File: src/rtl/hazard_pkg.sv
// Shared types and constants for the pipeline hazard controller.
`default_nettype none

package hazard_pkg;

  localparam logic [4:0] ZERO_REG = 5'd31;

  typedef enum logic [1:0] {
    FWD_RF    = 2'b00,
    FWD_EXMEM = 2'b01,
    FWD_MEMWB = 2'b10
  } fwd_sel_t;

  typedef struct packed {
    logic       valid;
    logic [4:0] rd;
    logic       wr;
    logic       load;
  } stage_track_t;

  // Newest producer wins; a load sitting in EX cannot forward yet (stall covers it).
  function automatic fwd_sel_t pick_fwd(input logic hit_ex, input logic ex_is_load,
                                        input logic hit_mem);
    if (hit_ex && !ex_is_load) return FWD_EXMEM;
    if (hit_mem)               return FWD_MEMWB;
    return FWD_RF;
  endfunction

endpackage

`default_nettype wire

File: src/rtl/reg_match.sv
// Source/destination register-index comparator with zero-register exclusion.
`default_nettype none

module reg_match #(
  parameter logic [4:0] ZERO_REG = hazard_pkg::ZERO_REG
) (
  input  logic [4:0] src,
  input  logic [4:0] dst,
  input  logic       use_src,
  input  logic       dst_valid,
  input  logic       dst_wr,
  output logic       match
);

  assign match = use_src & dst_valid & dst_wr & (src == dst) & (src != ZERO_REG);

endmodule

`default_nettype wire

File: src/rtl/hazard_ctrl.sv
// Hazard controller: tracks EX/MEM destinations, drives registered forwarding
// selects, the load-use stall, bubble insertion and saturating debug counters.
`default_nettype none

module hazard_ctrl
  import hazard_pkg::*;
#(
  parameter int unsigned CNT_W    = 16,
  parameter logic [4:0]  ZERO_REG = hazard_pkg::ZERO_REG
) (
  input  logic             clk,
  input  logic             reset_n,
  input  logic             id_valid,
  input  logic [4:0]       id_rn,
  input  logic [4:0]       id_rm,
  input  logic             id_use_rn,
  input  logic             id_use_rm,
  input  logic [4:0]       id_rd,
  input  logic             id_wr_en,
  input  logic             id_is_load,
  input  logic             flush,
  input  logic             cnt_clr,
  output logic             stall,
  output logic [1:0]       fwd_a,
  output logic [1:0]       fwd_b,
  output logic [CNT_W-1:0] stall_cnt,
  output logic [CNT_W-1:0] flush_cnt
);

  stage_track_t ex_q;
  stage_track_t ex_d;
  logic         mem_valid_q;
  logic [4:0]   mem_rd_q;
  logic         mem_wr_q;

  logic     rn_ex;
  logic     rm_ex;
  logic     rn_mem;
  logic     rm_mem;
  logic     advance;
  fwd_sel_t fwd_a_d;
  fwd_sel_t fwd_b_d;
  fwd_sel_t fwd_a_q;
  fwd_sel_t fwd_b_q;

  reg_match #(.ZERO_REG(ZERO_REG)) u_rn_ex (
    .src       (id_rn),
    .dst       (ex_q.rd),
    .use_src   (id_use_rn),
    .dst_valid (ex_q.valid),
    .dst_wr    (ex_q.wr),
    .match     (rn_ex)
  );

  reg_match #(.ZERO_REG(ZERO_REG)) u_rm_ex (
    .src       (id_rm),
    .dst       (ex_q.rd),
    .use_src   (id_use_rm),
    .dst_valid (ex_q.valid),
    .dst_wr    (ex_q.wr),
    .match     (rm_ex)
  );

  reg_match #(.ZERO_REG(ZERO_REG)) u_rn_mem (
    .src       (id_rn),
    .dst       (mem_rd_q),
    .use_src   (id_use_rn),
    .dst_valid (mem_valid_q),
    .dst_wr    (mem_wr_q),
    .match     (rn_mem)
  );

  reg_match #(.ZERO_REG(ZERO_REG)) u_rm_mem (
    .src       (id_rm),
    .dst       (mem_rd_q),
    .use_src   (id_use_rm),
    .dst_valid (mem_valid_q),
    .dst_wr    (mem_wr_q),
    .match     (rm_mem)
  );

  // Flush squashes the consumer, so a load-use hazard under flush needs no stall.
  always_comb begin
    stall   = id_valid & ~flush & ex_q.load & (rn_ex | rm_ex);
    advance = id_valid & ~stall & ~flush;
  end

  // A non-advancing slot becomes a bubble: valid, wr and load all cleared.
  always_comb begin
    ex_d    = '0;
    fwd_a_d = FWD_RF;
    fwd_b_d = FWD_RF;
    if (advance) begin
      ex_d.valid = 1'b1;
      ex_d.rd    = id_rd;
      ex_d.wr    = id_wr_en;
      ex_d.load  = id_is_load;
      fwd_a_d    = pick_fwd(rn_ex, ex_q.load, rn_mem);
      fwd_b_d    = pick_fwd(rm_ex, ex_q.load, rm_mem);
    end
  end

  always_ff @(posedge clk or negedge reset_n) begin
    if (!reset_n) begin
      ex_q        <= '0;
      mem_valid_q <= 1'b0;
      mem_rd_q    <= '0;
      mem_wr_q    <= 1'b0;
      fwd_a_q     <= FWD_RF;
      fwd_b_q     <= FWD_RF;
    end else begin
      ex_q        <= ex_d;
      mem_valid_q <= ex_q.valid;
      mem_rd_q    <= ex_q.rd;
      mem_wr_q    <= ex_q.wr;
      fwd_a_q     <= fwd_a_d;
      fwd_b_q     <= fwd_b_d;
    end
  end

  assign fwd_a = fwd_a_q;
  assign fwd_b = fwd_b_q;

  // Clear has priority over counting; counters stick at all-ones.
  always_ff @(posedge clk or negedge reset_n) begin
    if (!reset_n) begin
      stall_cnt <= '0;
      flush_cnt <= '0;
    end else if (cnt_clr) begin
      stall_cnt <= '0;
      flush_cnt <= '0;
    end else begin
      if (stall && (stall_cnt != '1)) stall_cnt <= stall_cnt + CNT_W'(1);
      if (flush && (flush_cnt != '1)) flush_cnt <= flush_cnt + CNT_W'(1);
    end
  end

endmodule

`default_nettype wire
File: config.mk
export PLATFORM = sky130hd
export DESIGN_NAME = hazard_ctrl
export DESIGN_NICKNAME = d
export VERILOG_FILES = /design/src/rtl/hazard_pkg.sv /design/src/rtl/reg_match.sv /design/src/rtl/hazard_ctrl.sv
export SDC_FILE = /design/constraint.sdc
export NUM_CORES = 1
export LEC_CHECK = 0
export CELL_PAD_IN_SITES_DETAIL_PLACEMENT = 1
export CELL_PAD_IN_SITES_GLOBAL_PLACEMENT = 1
export CORE_ASPECT_RATIO = 0.7
export CORE_MARGIN = 5
export CORE_UTILIZATION = 38
export CTS_BUF_LIST = sky130_fd_sc_hd__clkbuf_16
export DETAILED_ROUTE_END_ITERATION = 10
export HOLD_SLACK_MARGIN = 0.12
export PLACE_DENSITY = 0.76
export SLEW_MARGIN = 0
export SYNTH_ARGS = -nofsm -noshare
export SYNTH_HDL_FRONTEND = slang
export SYNTH_SLANG_ARGS = --single-unit
export TNS_END_PERCENT = 10
File: constraint.sdc
create_clock -name clk -period 2.7 [get_ports clk]
set_input_delay 0.405 -clock clk [delete_from_list [all_inputs] [get_ports clk]]
set_output_delay 0.405 -clock clk [all_outputs]
set_load 0.01 [all_outputs]
# Word-level counts from Yosys, hierarchy flattened

Cells that the tools add are included.

Register bits: 51
Latch bits: 0
Bits in writable memories: 0
Memory bits (read-only): 0
Bits of input ports: 24
Output and inout port bits: 37
Logic and storage cells: 77
Memories kept: 0

Add/subtract/negate cells: 2
Multiply operators: 0
Divide/modulo/power cells: 0
Order comparisons: 0
Eq/ne operators: 8
Shift operators: 0
Mux-type cells: 25
Bitwise operators: 24
Reduce and logical (&&, ||, !) cells: 7

Operators by type and width:

| operator                                       | number |
|---|---|
| 2-to-1 mux 16 bit                              | 4 |
| adder 16 x 1 -> 16 bit (second input constant) | 2 |
| != test 16 bit (second input constant)         | 2 |
| AND 1 bit                                      | 21 |
| == test 5 bit                                  | 4 |
| 2-to-1 mux 2 bit                               | 10 |
| 2-to-1 mux 1 bit                               | 10 |
| != test 5 bit (second input constant)          | 2 |
| 2-to-1 mux 8 bit                               | 1 |
| logical AND 1 bit                              | 4 |
| nonzero test 2 bit                             | 2 |
| NOT 1 bit                                      | 2 |
| zero test 1 bit                                | 1 |
| bitwise OR 1 bit                               | 1 |

# Longest topological paths before layout

Gate-level depths: netlist (run 1).

Depth after elaboration: 15
Mapped depth: 8
Gate-level depth less buffers: 6

# Modules after synthesis

Synthesis (run 1) repeated with hierarchy kept, for this count alone.

Cell total of the unflattened synthesis: 282
Area, all modules: 2,792.7 um^2

By module, submodules not included:

| module      | times used | cells each | area each (um^2) | seq. area each (um^2) |
|---|---|---|---|---|
| hazard_ctrl | 1          | 242        | 2,487.4          | 1,276.2 |
| reg_match   | 4          | 10         | 76.3             | 0.0 |

# Least setup slack after synthesis (run 1)

No wires, ideal clock.

Kind: register to register
Start point: reg stall_cnt[0]
End point: reg stall_cnt[12]
Library setup time: 0.127 ns
Data arrival time: 1.978 ns
Data required time: 2.573 ns
Slack: 0.595 ns
Stages on the path, launching flop included: 9
Path buffers: 2
Period minus slack after synthesis: 2.105 ns
Cell sequence: dfrtp_1 ha_1 and4_1 clkbuf_1 a21o_1 a211oi_2 buf_4 nand4_1 mux2_1

Cells in the longest elaborated chain, start to end: 3
Elaborated cells between the ends (all ways): 6
Those cells by class: 1 x add/sub; 1 x eq/ne; 2 x mux; 2 x reduce/logical

Ends and longest elaborated chain:

| what                                                     | line               | RTL |
|---|---|---|
| start: declaration                                       | hazard_ctrl.sv:26  | `output logic [CNT_W-1:0] stall_cnt,` |
| start signal: assignment                                 | hazard_ctrl.sv:133 | `if (stall && (stall_cnt != '1)) stall_cnt <= stall_cnt + CNT_W'(1);` |
| adder 16 x 1 -> 16 bit or != test 16 bit (tied branches) | hazard_ctrl.sv:133 |  |
| 2-to-1 mux 16 bit or logical AND 1 bit (tied branches)   | hazard_ctrl.sv:133 |  |
| 2-to-1 mux 16 bit or nonzero test 2 bit (tied branches)  | --                 |  |

Parallel ways exist; a longest one is shown, timed or not. The select of a mux whose other input is x is not followed.
A chain may end at the register's enable or synchronous reset.

# Worst setup path in the final report (run 1)

Start point: in id_rm[4]
End point: reg stall_cnt[4]

Cells in the longest elaborated chain, start to end: 7
Elaborated cells between the ends (all ways): 8
Those cells by class: 2 x eq/ne; 4 x bitwise; 2 x reduce/logical

Ends and longest elaborated chain:

| what                                  | line               | RTL |
|---|---|---|
| start: declaration                    | hazard_ctrl.sv:15  | `input logic [4:0] id_rm,` |
| == test 5 bit                         | reg_match.sv:15    | `assign match = use_src & dst_valid & dst_wr & (src == dst) & (src != ZERO_REG);` |
| AND 1 bit                             | reg_match.sv:15    |  |
| AND 1 bit *                           | reg_match.sv:15    |  |
| bitwise OR 1 bit *                    | hazard_ctrl.sv:84  | `stall = id_valid & ~flush & ex_q.load & (rn_ex \| rm_ex);` |
| AND 1 bit *                           | hazard_ctrl.sv:84  |  |
| logical AND 1 bit *                   | hazard_ctrl.sv:133 |  |
| nonzero test 2 bit (no source line) * | --                 |  |

Mark *: on every way between the ends. The rest lies on a longest branch, timed or not.

==> results of run 1 <==
metal layers:
metal | track usage [%] | vias up
li1 | - | 1042
met1 | 25.79 | 1096
met2 | 28.23 | 42
met3 | 3.698 | 2
met4 | 3.279 | 0
met5 | 0 | -
metrics by stage:
stage	cell area [um^2]	TNS [ns]	std cells	hold WS (ns)
finish	3541	0	426	0.2219
global route	3541	0	426	0.2875
CTS	3542	0	426	0.2491
detailed placement	3395	-1.936	418	0.3688
global placement	3395	-0.9820	418	0.3585
floorplan	2555	0	251	0.1094
worst register-to-register path, delay by kind of cell, from the launching register on:
kind / cells / cell delay [ns]
XOR/XNOR: 1 / 0.21
buffers and inverters: 2 / 0.35
AO/OA/AOI/OAI: 1 / 0.22
multiplexers: 1 / 0.33
flip-flops: 1 / 0.44
AND/OR/NAND/NOR: 3 / 0.78
timing repair:
action                                  4_1_cts  5_1_grt
resized for setup                             2        2
buffers inserted                              0        0
endpoints found under the setup margin        1        3
synthesized netlist by cell type:
cell type | instances | area (um^2)
nand3_1 | 18 | 90.09
nand3b_1 | 1 | 7.510
a21bo_2 | 1 | 10.01
xor2_1 | 19 | 166.4
o21ai_0 | 5 | 25.02
mux2i_1 | 1 | 10.01
nor2_1 | 29 | 108.9
clkbuf_1 | 7 | 26.28
buf_2 | 1 | 5.000
and3_1 | 4 | 25.02
nor4_1 | 3 | 18.77
nor2b_1 | 6 | 37.54
a2111oi_0 | 2 | 17.52
a311oi_1 | 2 | 17.52
buf_4 | 1 | 7.510
nor3_1 | 5 | 25.02
a21oi_1 | 8 | 40.04
a211oi_2 | 1 | 12.51
inv_1 | 5 | 18.77
ha_1 | 2 | 25.02
and4_1 | 9 | 78.83
and3b_1 | 1 | 8.760
a41o_1 | 2 | 20.02
nand4_1 | 12 | 75.07
nand2b_1 | 3 | 18.77
a31oi_1 | 1 | 6.260
a211oi_1 | 1 | 7.510
mux2_1 | 6 | 67.56
a31o_2 | 2 | 17.52
xnor2_1 | 16 | 140.1
or4_4 | 2 | 22.52
a21o_1 | 3 | 22.52
and2_1 | 8 | 50.05
dfrtp_1 | 51 | 1276
nand2_1 | 13 | 48.80
area by class of cell:
cell class              instances  area (um^2)  area share, %
flip-flops and latches         51         1276          36.04
inverters                       5        18.77         0.5300
clock inverters                 3        22.52         0.6360
clock buffers                   5        125.1          3.534
multi-input cells             186         1221          34.49
well taps                      94        117.6          3.322
repair buffers                 82        759.5          21.45
logic make-up after synthesis:
logic type	after synthesis	share of synthesized area (%)
AOI/OAI and AO/OA	28	7.689
xor gates and xnor gates	35	12.00
adders and majority gates	2	0.9793
buffers and inverters	14	2.253
DFF	51	49.95
muxes	7	3.036
and+or+nand+nor	114	24.09
power breakdown:
group / internal, mW / leakage, nW / switching [mW]
Combinational: 0.0723 / 0.751 / 0.0634
Clock: 0.349 / 0.0746 / 0.281
Sequential: 0.775 / 0.702 / 0.0142
Total: 1.20 / 1.53 / 0.359
sequential cells by signal, summed over array words and instances, names as in the netlist:
signal / cells
flush_cnt: 16
stall_cnt: 16
ex_q: 8
mem_rd_q: 5
fwd_a: 2
fwd_b: 2
mem_valid_q: 1
mem_wr_q: 1
path summary, 6_finish.rpt:
kind,to,slack (ns)
worst max register to register,stall_cnt[4],0.25
worst min-delay path,flush_cnt[8],0.22
max in group asynchronous,fwd_a[0],2.04
min in group clk,mem_wr_q,0.38
worst max-delay path,stall_cnt[4],0.09
worst min register to register,mem_wr_q,0.38
==> impl_metrics.csv, run 1 <==
group,metric,value,unit
die,coreArea,0.006631,mm^2
worst_setup_path,worstPathCellList,"clkdlybuf4s50_1 > xnor2_1 > nand4_1 > or4_4 > buf_4 > a211oi_2 > buf_6 > nand4_1 > mux2_1",
grt,overflow,0,
cells_and_area,antennaDiodeCount,0,
detailed_routing,wl_per_cell,16.58,um
detailed_routing,drt-pass1-iter-count,4,
detailed_routing,maxUsedRoutingLayer,"met4",
grt,grt_use_total,17.94,%
worst_setup_path,arrival,2.78,ns
grt,antenna_found_initial,0,
synthesis,syn_nets,277,
pwr,vdd_drop_max,0.2711,mV
worst_setup_path,critical-path-max-stage-delay,0.55,ns
die,start_util,38.53,%
worst_setup_path,cp_slowest_cell,"clkdlybuf4s50_1",
detailed_routing,dr_total_vias,2182,
pwr,finalPower,1.555,mW
cts,cts_root_buf,"clkbuf_16",
cells_and_area,utilization,53.40,%
pwr,powerDensity,439.2,mW/mm^2
placement,portBuffers,60,
sta,slew_headroom,56.77,%
sta,fin_crit,2.613,ns
worst_setup_path,endpoint_kind,"register",
synthesis,yosysSeqAreaShare,49.95,%
detailed_routing,met1_length,3478,um
worst_setup_path,crit_required,2.87,ns
sta,worstMarginPinSlew,0.6485,ns
detailed_routing,drt-total-wl,7065,um
cells_and_area,areaGrowthSynthToFinish,38.59,%
detailed_routing,dr.first_iter.drc_count,111,
worst_setup_path,startpoint_type,"input pin",
hold_path,hold_class,"in -> async",
job,maxCapViolations,0,
grt,grt_pass1_vias,2345,
sta,final-setup-viol-count,0,
grt,grt_pass1_wl,12060,um
cts,htreeDepth,2,
synthesis,synth_seq_cells,51,
die,rows,25,
worst_setup_path,crit_fanout,11,
synthesis,mappedNetlistArea,0.002555,mm^2
placement,place.gp.congestion,0.8006,
synthesis,synthCells,251,
die,num_io_pins,61,
cts,clock-sinks,51,
synthesis,yosys.cell_types.count,35,
cells_and_area,fin_nets,357,
sta,setup_ws,0.08652,ns
die,die_area,0.008490,mm^2
worst_setup_path,critPathKind,"in -> reg",
cts,cts_tree,"built",
cells_and_area,final_common_cell,"clkdlybuf4s50_1",
cts,clk_latency,0.28,ns
grt,grt_max_degree,52,
run_status,outcome,"completed",
cts,clk_pin_slew_worst_paths,0.07,ns
detailed_routing,route.met2.wl,3303,um
detailed_routing,drc,0,
cells_and_area,drive_above_1_share,11.45,%
worst_setup_path,cp.buffers_inverters,3,
worst_setup_path,r2r_start,"ex_q[5]",
pwr,cellLeakagePower,1.528,nW
detailed_routing,drt-vias-per-instance,5.122,
sta,rsz0062_at_grt,"no",
cells_and_area,final_cell_mix,"clkdlybuf4s50_1 (58), dfrtp_1 (51), nor2_1 (29)",
synthesis,yosys_warnings,0,
detailed_routing,ant_nets,0,
sta,finalCritPeriodShare,96.80,%
placement,pre_cts_ws,-0.2625,ns
cts,numCtsBuffers,5,
sta,finClkSkew,0.006249,ns
die,die_x,108.0,um
placement,post-dp-hpwl,5356,um
worst_setup_path,path_depth,9,
worst_setup_path,startpoint,"id_rm[4]",
cts,cts_buffer_depth,2,
synthesis,avgSynthCellArea,10.18,um^2
worst_setup_path,cp_top_family,"buffers and inverters",
worst_setup_path,crit_top_cell,"nand4_1",
cts,hold_buffers,0,
die,die_h,78.61,um
sta,timing.fmax,0.3826,GHz
cells_and_area,num-fill-cells,744,
sta,hold_viol,0,
worst_setup_path,r2r_cells,8,
sta,slew_viol_final,0,
detailed_routing,route.met3.wl,247,um
Note: power is estimated with default switching activity, not from simulation.
==> run 2, diff against run 1 <==
==> constraint.sdc (replaced) <==
create_clock -name clk -period 2.7 [get_ports clk]
set_input_delay 0.27 -clock clk [delete_from_list [all_inputs] [get_ports clk]]
set_output_delay 0.27 -clock clk [all_outputs]
set_load 0.01 [all_outputs]
==> run 2 against run 1 <==
Non-clock buffer count is 12 lower. Largest power group unchanged. First-iteration DRC count fell by 44%. Routed wire length decreased by 5.5%.
==> impl_metrics.csv, run 2 (synthesis results as in run 1) <==
group,metric,value,unit
sta,final-setup-viol-count,0,
worst_setup_path,crit_required,2.43,ns
pwr,powerDensity,451.9,mW/mm^2
sta,finClkSkew,0.009522,ns
cts,cts_tree,"built",
die,num_io_pins,61,
detailed_routing,drc,0,
detailed_routing,drt-pass1-iter-count,4,
worst_setup_path,arrival,2.18,ns
die,rows,25,
cts,clk_latency,0.29,ns
cells_and_area,fin_nets,345,
pwr,vdd_drop_max,0.2420,mV
hold_path,hold_class,"reg -> reg",
worst_setup_path,r2r_slack,0.32,ns
grt,grt_use_total,16.69,%
sta,timing.fmax,0.4083,GHz
grt,grt_pass1_wl,11230,um
cts,cts_buffer_depth,2,
pwr,cellLeakagePower,1.474,nW
sta,fin_crit,2.449,ns
cts,clk_pin_slew_worst_paths,0.07,ns
cells_and_area,fin_cells,414,
worst_setup_path,crit_fanout,4,
cells_and_area,utilization,52.47,%
sta,rsz0062_at_grt,"no",
detailed_routing,drt-vias-per-instance,5.017,
worst_setup_path,startpoint_type,"input pin",
cells_and_area,antennaDiodeCount,0,
detailed_routing,wl_per_cell,16.12,um
worst_setup_path,critPathKind,"in -> out",
cts,numCtsBuffers,5,
worst_setup_path,critical-path-max-stage-delay,0.56,ns
die,die_area,0.008490,mm^2
cells_and_area,final_common_cell,"clkdlybuf4s50_1",
cells_and_area,areaGrowthSynthToFinish,36.19,%
worst_setup_path,worstPathCellList,"clkdlybuf4s50_1 > xnor2_2 > nand4_1 > or4_4 > nand2_1 > nand2_1 > nor2_1 > dlygate4sd2_1",
grt,grt_max_degree,43,
die,die_h,78.61,um
placement,post-dp-hpwl,4993,um
cts,htreeDepth,2,
job,maxCapViolations,0,
die,coreArea,0.006631,mm^2
cells_and_area,num-fill-cells,758,
detailed_routing,dr.first_iter.drc_count,62,
grt,antenna_found_initial,0,
sta,hold_viol,0,
die,start_util,38.53,%
grt,grt_pass1_vias,2144,
cts,cts_root_buf,"clkbuf_16",
worst_setup_path,endpoint_kind,"primary output",
run_status,outcome,"completed",
placement,portBuffers,60,
placement,place.gp.congestion,0.7924,
cells_and_area,final_cell_mix,"clkdlybuf4s50_1 (58), dfrtp_1 (50), nor2_1 (29)",
detailed_routing,drt-total-wl,6673,um
sta,finalCritPeriodShare,90.71,%
cts,clock-sinks,51,
worst_setup_path,cp_slowest_cell,"or4_4",
sta,slew_viol_final,0,
sta,slew_headroom,62.12,%
cells_and_area,seq_area,0.001277,mm^2
detailed_routing,ant_nets,0,
worst_setup_path,crit_top_cell,"nand2_1",
cells_and_area,largestRegisters,"flush_cnt x16, stall_cnt x16, ex_q x8",
detailed_routing,dr_total_vias,2077,
cells_and_area,drive_above_1_share,8.125,%
sta,worstMarginPinSlew,0.5682,ns
placement,dp_cells,405,
die,die_x,108.0,um
grt,overflow,0,
cells_and_area,multiInputGateArea,0.001229,mm^2
## run 2: cell count changes in the layout (fill, tap and decap cells not counted), sizes merged
cell         before  now
clkinvlp          0    1
buf              23   10
dlygate4sd2       0    1
clkinv            1    0
dlygate4sd3       0    1
clkbuf            6    5
## run 2: report_power, final
group          internal (mW)  leakage [nW]  total, mW  switching, mW
combinational         0.0656         0.701      0.127         0.0614
sequential             0.775         0.701      0.790         0.0145
clock                  0.354        0.0723      0.656          0.302
total                   1.19          1.47       1.57          0.378
## run 2: per-stage QoR
step / power (mW) / TNS [ns] / area, um^2 / setup WS (ns) / hold slack [ns]
after detailed placement: 0.9324 / -0.02761 / 3309 / -0.02536 / 0.2927
after CTS: 1.592 / 0 / 3480 / 0.2531 / 0.3914
after floorplan: 0.8499 / 0 / 2555 / 0.5948 / -0.02559
after global routing: 1.633 / 0 / 3480 / 0.1524 / 0.4020
final: 1.573 / 0 / 3480 / 0.2508 / 0.3869
after global placement: 0.9278 / 0 / 3309 / 0.007146 / 0.2884
## run 2: final cells by class
| class | instances | share of cell area (%) |
|---|---|---|
| inverters | 5 | 0.5394 |
| clock buffers | 5 | 3.596 |
| repair buffers | 70 | 19.67 |
| multi-input cells | 186 | 35.31 |
| flip-flops and latches | 51 | 36.71 |
| well taps | 94 | 3.380 |
| clock inverters | 3 | 0.7911 |
## run 2: repair_timing
item | in CTS | in global routing
hold buffers | 1 | 0
hold endpoints to repair | 25 | 0
gates resized for setup | 3 | 0
endpoints found under the setup margin | 1 | 0
buffers inserted | 0 | 0
## run 2: worst max-delay path, delay by kind of cell
| family | cells | cell delay [ns] |
|---|---|---|
| buffers and inverters | 2 | 0.83 |
| and+or+nand+nor | 5 | 0.93 |
| xor gates and xnor gates | 1 | 0.14 |
## run 2: worst paths after layout
kind / endpoint / from / cells past startpoint
max in group asynchronous: fwd_b[1] / reset_n / 3
min in group asynchronous: flush_cnt[7] / reset_n / 2
max: stall / id_rm[3] / 8
min reg2reg: mem_wr_q / ex_q[1] / 0
max reg2reg: stall_cnt[4] / ex_q[5] / 7
min: mem_wr_q / ex_q[1] / 0
## run 2: layer usage
layer | part of all wire [%] | global-route usage [%] | vias up | wire [um]
met5 | 0 | 0 | - | 0
met4 | 1.3 | 4.540 | 0 | 90
met3 | 3.5 | 2.876 | 9 | 236
met2 | 45 | 25.00 | 40 | 2970
met1 | 51 | 24.75 | 1009 | 3376
li1 | - | - | 1019 | -
==> run 3, diff against run 2 <==
--- a/config.mk
+++ b/config.mk
@@ -8,9 +8,10 @@
 export CELL_PAD_IN_SITES_DETAIL_PLACEMENT = 1
 export CELL_PAD_IN_SITES_GLOBAL_PLACEMENT = 1
 export CORE_ASPECT_RATIO = 0.7
-export CORE_MARGIN = 5
+export CORE_MARGIN = 3
 export CORE_UTILIZATION = 38
 export CTS_BUF_LIST = sky130_fd_sc_hd__clkbuf_16
+export CTS_CLUSTER_DIAMETER = 30
 export DETAILED_ROUTE_END_ITERATION = 10
 export HOLD_SLACK_MARGIN = 0.12
 export PLACE_DENSITY = 0.76
==> run 3 against run 2 <==
Critical path depth grew 1. Worst hold slack lost 0.013 ns. Maximum frequency grew 1.7%. Combinational power is essentially flat. Clock skew shrank 0.0035 ns. Cell area shrank 0.40%. Die area shrank 8.6%. Register-to-register slack is essentially flat. Count of clock-buffer cells in the layout is the same. Core utilization grew 2.0 points. Sequential share of layout area grew 0.15 points.
==> impl_metrics.csv, run 3 (synthesis results as in run 1) <==
group,metric,value,unit
sta,rsz0062_at_grt,"no",
sta,finClkSkew,0.006000,ns
sta,final-setup-viol-count,0,
worst_setup_path,arrival,2.57,ns
sta,timing.fmax,0.4151,GHz
sta,worstMarginPinSlew,0.6580,ns
sta,slew_viol_final,0,
detailed_routing,wl_per_cell,17.22,um
worst_setup_path,worstPathCellList,"clkdlybuf4s50_1 > xnor2_1 > nand4_1 > or4_4 > a211oi_2 > buf_4 > buf_4 > mux2i_1 > nor2_1",
pwr,powerDensity,475.2,mW/mm^2
cells_and_area,drive_above_1_share,7.233,%
cts,cts_tree,"built",
detailed_routing,met1_length,3538,um
cells_and_area,largestRegisters,"flush_cnt x16, stall_cnt x16, ex_q x8",
worst_setup_path,cp.buffers_inverters,3,
cts,htreeDepth,2,
die,die_h,74.61,um
placement,post-dp-hpwl,5229,um
grt,grt_pass1_wl,11670,um
worst_setup_path,startpoint_type,"input pin",
cts,clock-sinks,51,
detailed_routing,maxUsedRoutingLayer,"met4",
pwr,vdd_drop_max,0.2245,mV
die,num_io_pins,61,
detailed_routing,dr.first_iter.drc_count,74,
detailed_routing,route.met2.wl,3154,um
detailed_routing,route.met3.wl,289,um
die,start_util,40.13,%
worst_setup_path,endpoint_kind,"register",
cts,clk_pin_slew_worst_paths,0.07,ns
worst_setup_path,r2r_end,"stall_cnt[1]",
cells_and_area,multiInputGateArea,0.001221,mm^2
worst_setup_path,r2r_cells,8,
cells_and_area,seq_area,0.001277,mm^2
cells_and_area,final_cell_mix,"clkdlybuf4s50_1 (56), dfrtp_1 (50), nor2_1 (29)",
sta,slew_headroom,56.13,%
hold_path,worstHoldPathCells,0,
sta,fin_crit,2.409,ns
hold_path,whs_endpoint,"mem_valid_q",
detailed_routing,drt-total-wl,7043,um
detailed_routing,dr_total_vias,2133,
sta,finalCritPeriodShare,89.23,%
sta,hold_viol,0,
job,maxCapViolations,0,
detailed_routing,drt-vias-per-instance,5.215,
detailed_routing,ant_nets,0,
grt,antenna_found_initial,0,
placement,place.gp.congestion,0.7916,
die,die_area,0.007759,mm^2
die,coreArea,0.006366,mm^2
cells_and_area,final_area,0.003466,mm^2
die,rows,24,
worst_setup_path,path_depth,9,
cts,post_cts_buffers,0,
worst_setup_path,crit_fanout,17,
die,die_x,104.0,um
pwr,finalPower,1.647,mW
worst_setup_path,r2r_start,"ex_q[4]",
grt,overflow,0,
worst_setup_path,critPathKind,"in -> reg",
grt,grt_use_total,19.31,%
placement,portBuffers,60,
cts,cts_root_buf,"clkbuf_16",
hold_path,hold_class,"reg -> reg",
grt,grt_pass1_vias,2190,
sta,tns,0,ns
worst_setup_path,r2r_slack,0.33,ns
cells_and_area,antennaDiodeCount,0,
cts,numCtsBuffers,5,
worst_setup_path,critical-path-max-stage-delay,0.55,ns
hold_path,min_from,"ex_q[7]",
cells_and_area,final_common_cell,"clkdlybuf4s50_1",
sta,hold_ws,0.3739,ns
cts,clk_latency,0.29,ns
worst_setup_path,crit_required,2.86,ns
cells_and_area,areaGrowthSynthToFinish,35.65,%
run_status,outcome,"completed",
worst_setup_path,cp_slowest_cell,"clkdlybuf4s50_1",
grt,grt_max_degree,43,
detailed_routing,drt-pass1-iter-count,4,
detailed_routing,drc,0,
cts,cts_buffer_depth,2,
cells_and_area,fin_nets,343,
pwr,cellLeakagePower,1.495,nW
worst_setup_path,crit_top_cell,"buf_4",
cells_and_area,utilization,54.44,%
cells_and_area,num-fill-cells,710,
worst_setup_path,cp_top_family,"buffers and inverters",
placement,place_area,0.003278,mm^2
-- run 3: worst max path at each step --
| stage | slack (ns) | endpoint | from |
|---|---|---|---|
| after floorplan | 0.59 | stall_cnt[12] | stall_cnt[0] |
| after global placement | 0.02 | stall | id_rm[2] |
| after detailed placement | -0.02 | stall | id_rm[2] |
| after CTS | 0.006 | stall | id_rn[3] |
| after global routing | 0.20 | stall_cnt[1] | id_rn[4] |
| final | 0.29 | stall_cnt[1] | id_rn[3] |
-- run 3: area by class of cell --
type | instances | area share, %
Tap cell | 91 | 3.285
Timing Repair Buffer | 68 | 19.10
Inverter | 5 | 0.5415
Clock buffer | 5 | 3.610
Clock inverter | 3 | 1.372
Multi-Input combinational cell | 186 | 35.23
Sequential cell | 51 | 36.86
-- run 3: worst register-to-register path, delay by kind of cell, from the launching register on --
kind                      cells  cell delay [ns]
AOI/OAI and AO/OA             1             0.22
xor gates and xnor gates      1             0.20
buffers and inverters         2             0.44
DFF                           1             0.44
muxes                         1             0.21
and+or+nand+nor               3             0.74
-- run 3: timing repair --
action / CTS / global route
hold buffers: 1 / 0
endpoints found under the hold margin: 25 / 0
gates resized for setup: 1 / 3
cloned: 0 / 0
setup endpoints to repair: 1 / 1
-- run 3: power by group --
| group | switching (mW) | internal, mW | total [mW] | leakage [nW] |
|---|---|---|---|---|
| Combinational | 0.0623 | 0.0633 | 0.126 | 0.710 |
| Clock | 0.289 | 0.442 | 0.731 | 0.0844 |
| Sequential | 0.0144 | 0.776 | 0.790 | 0.701 |
| Total | 0.366 | 1.28 | 1.65 | 1.50 |
-- run 3: per-layer routing --
metal	vias up	track usage (%)
met5	-	0
met1	1063	27.57
met2	47	31.10
met4	0	3.982
met3	5	3.816
li1	1018	-
-- run 3: through the flow --
stage / worst slack [ns] / cells
3_5_place_dp: -0.02284 / 400
5_1_grt: 0.2002 / 409
6_report: 0.2908 / 409
3_3_place_gp: 0.01622 / 400
2_1_floorplan: 0.5948 / 251
4_1_cts: 0.005753 / 409
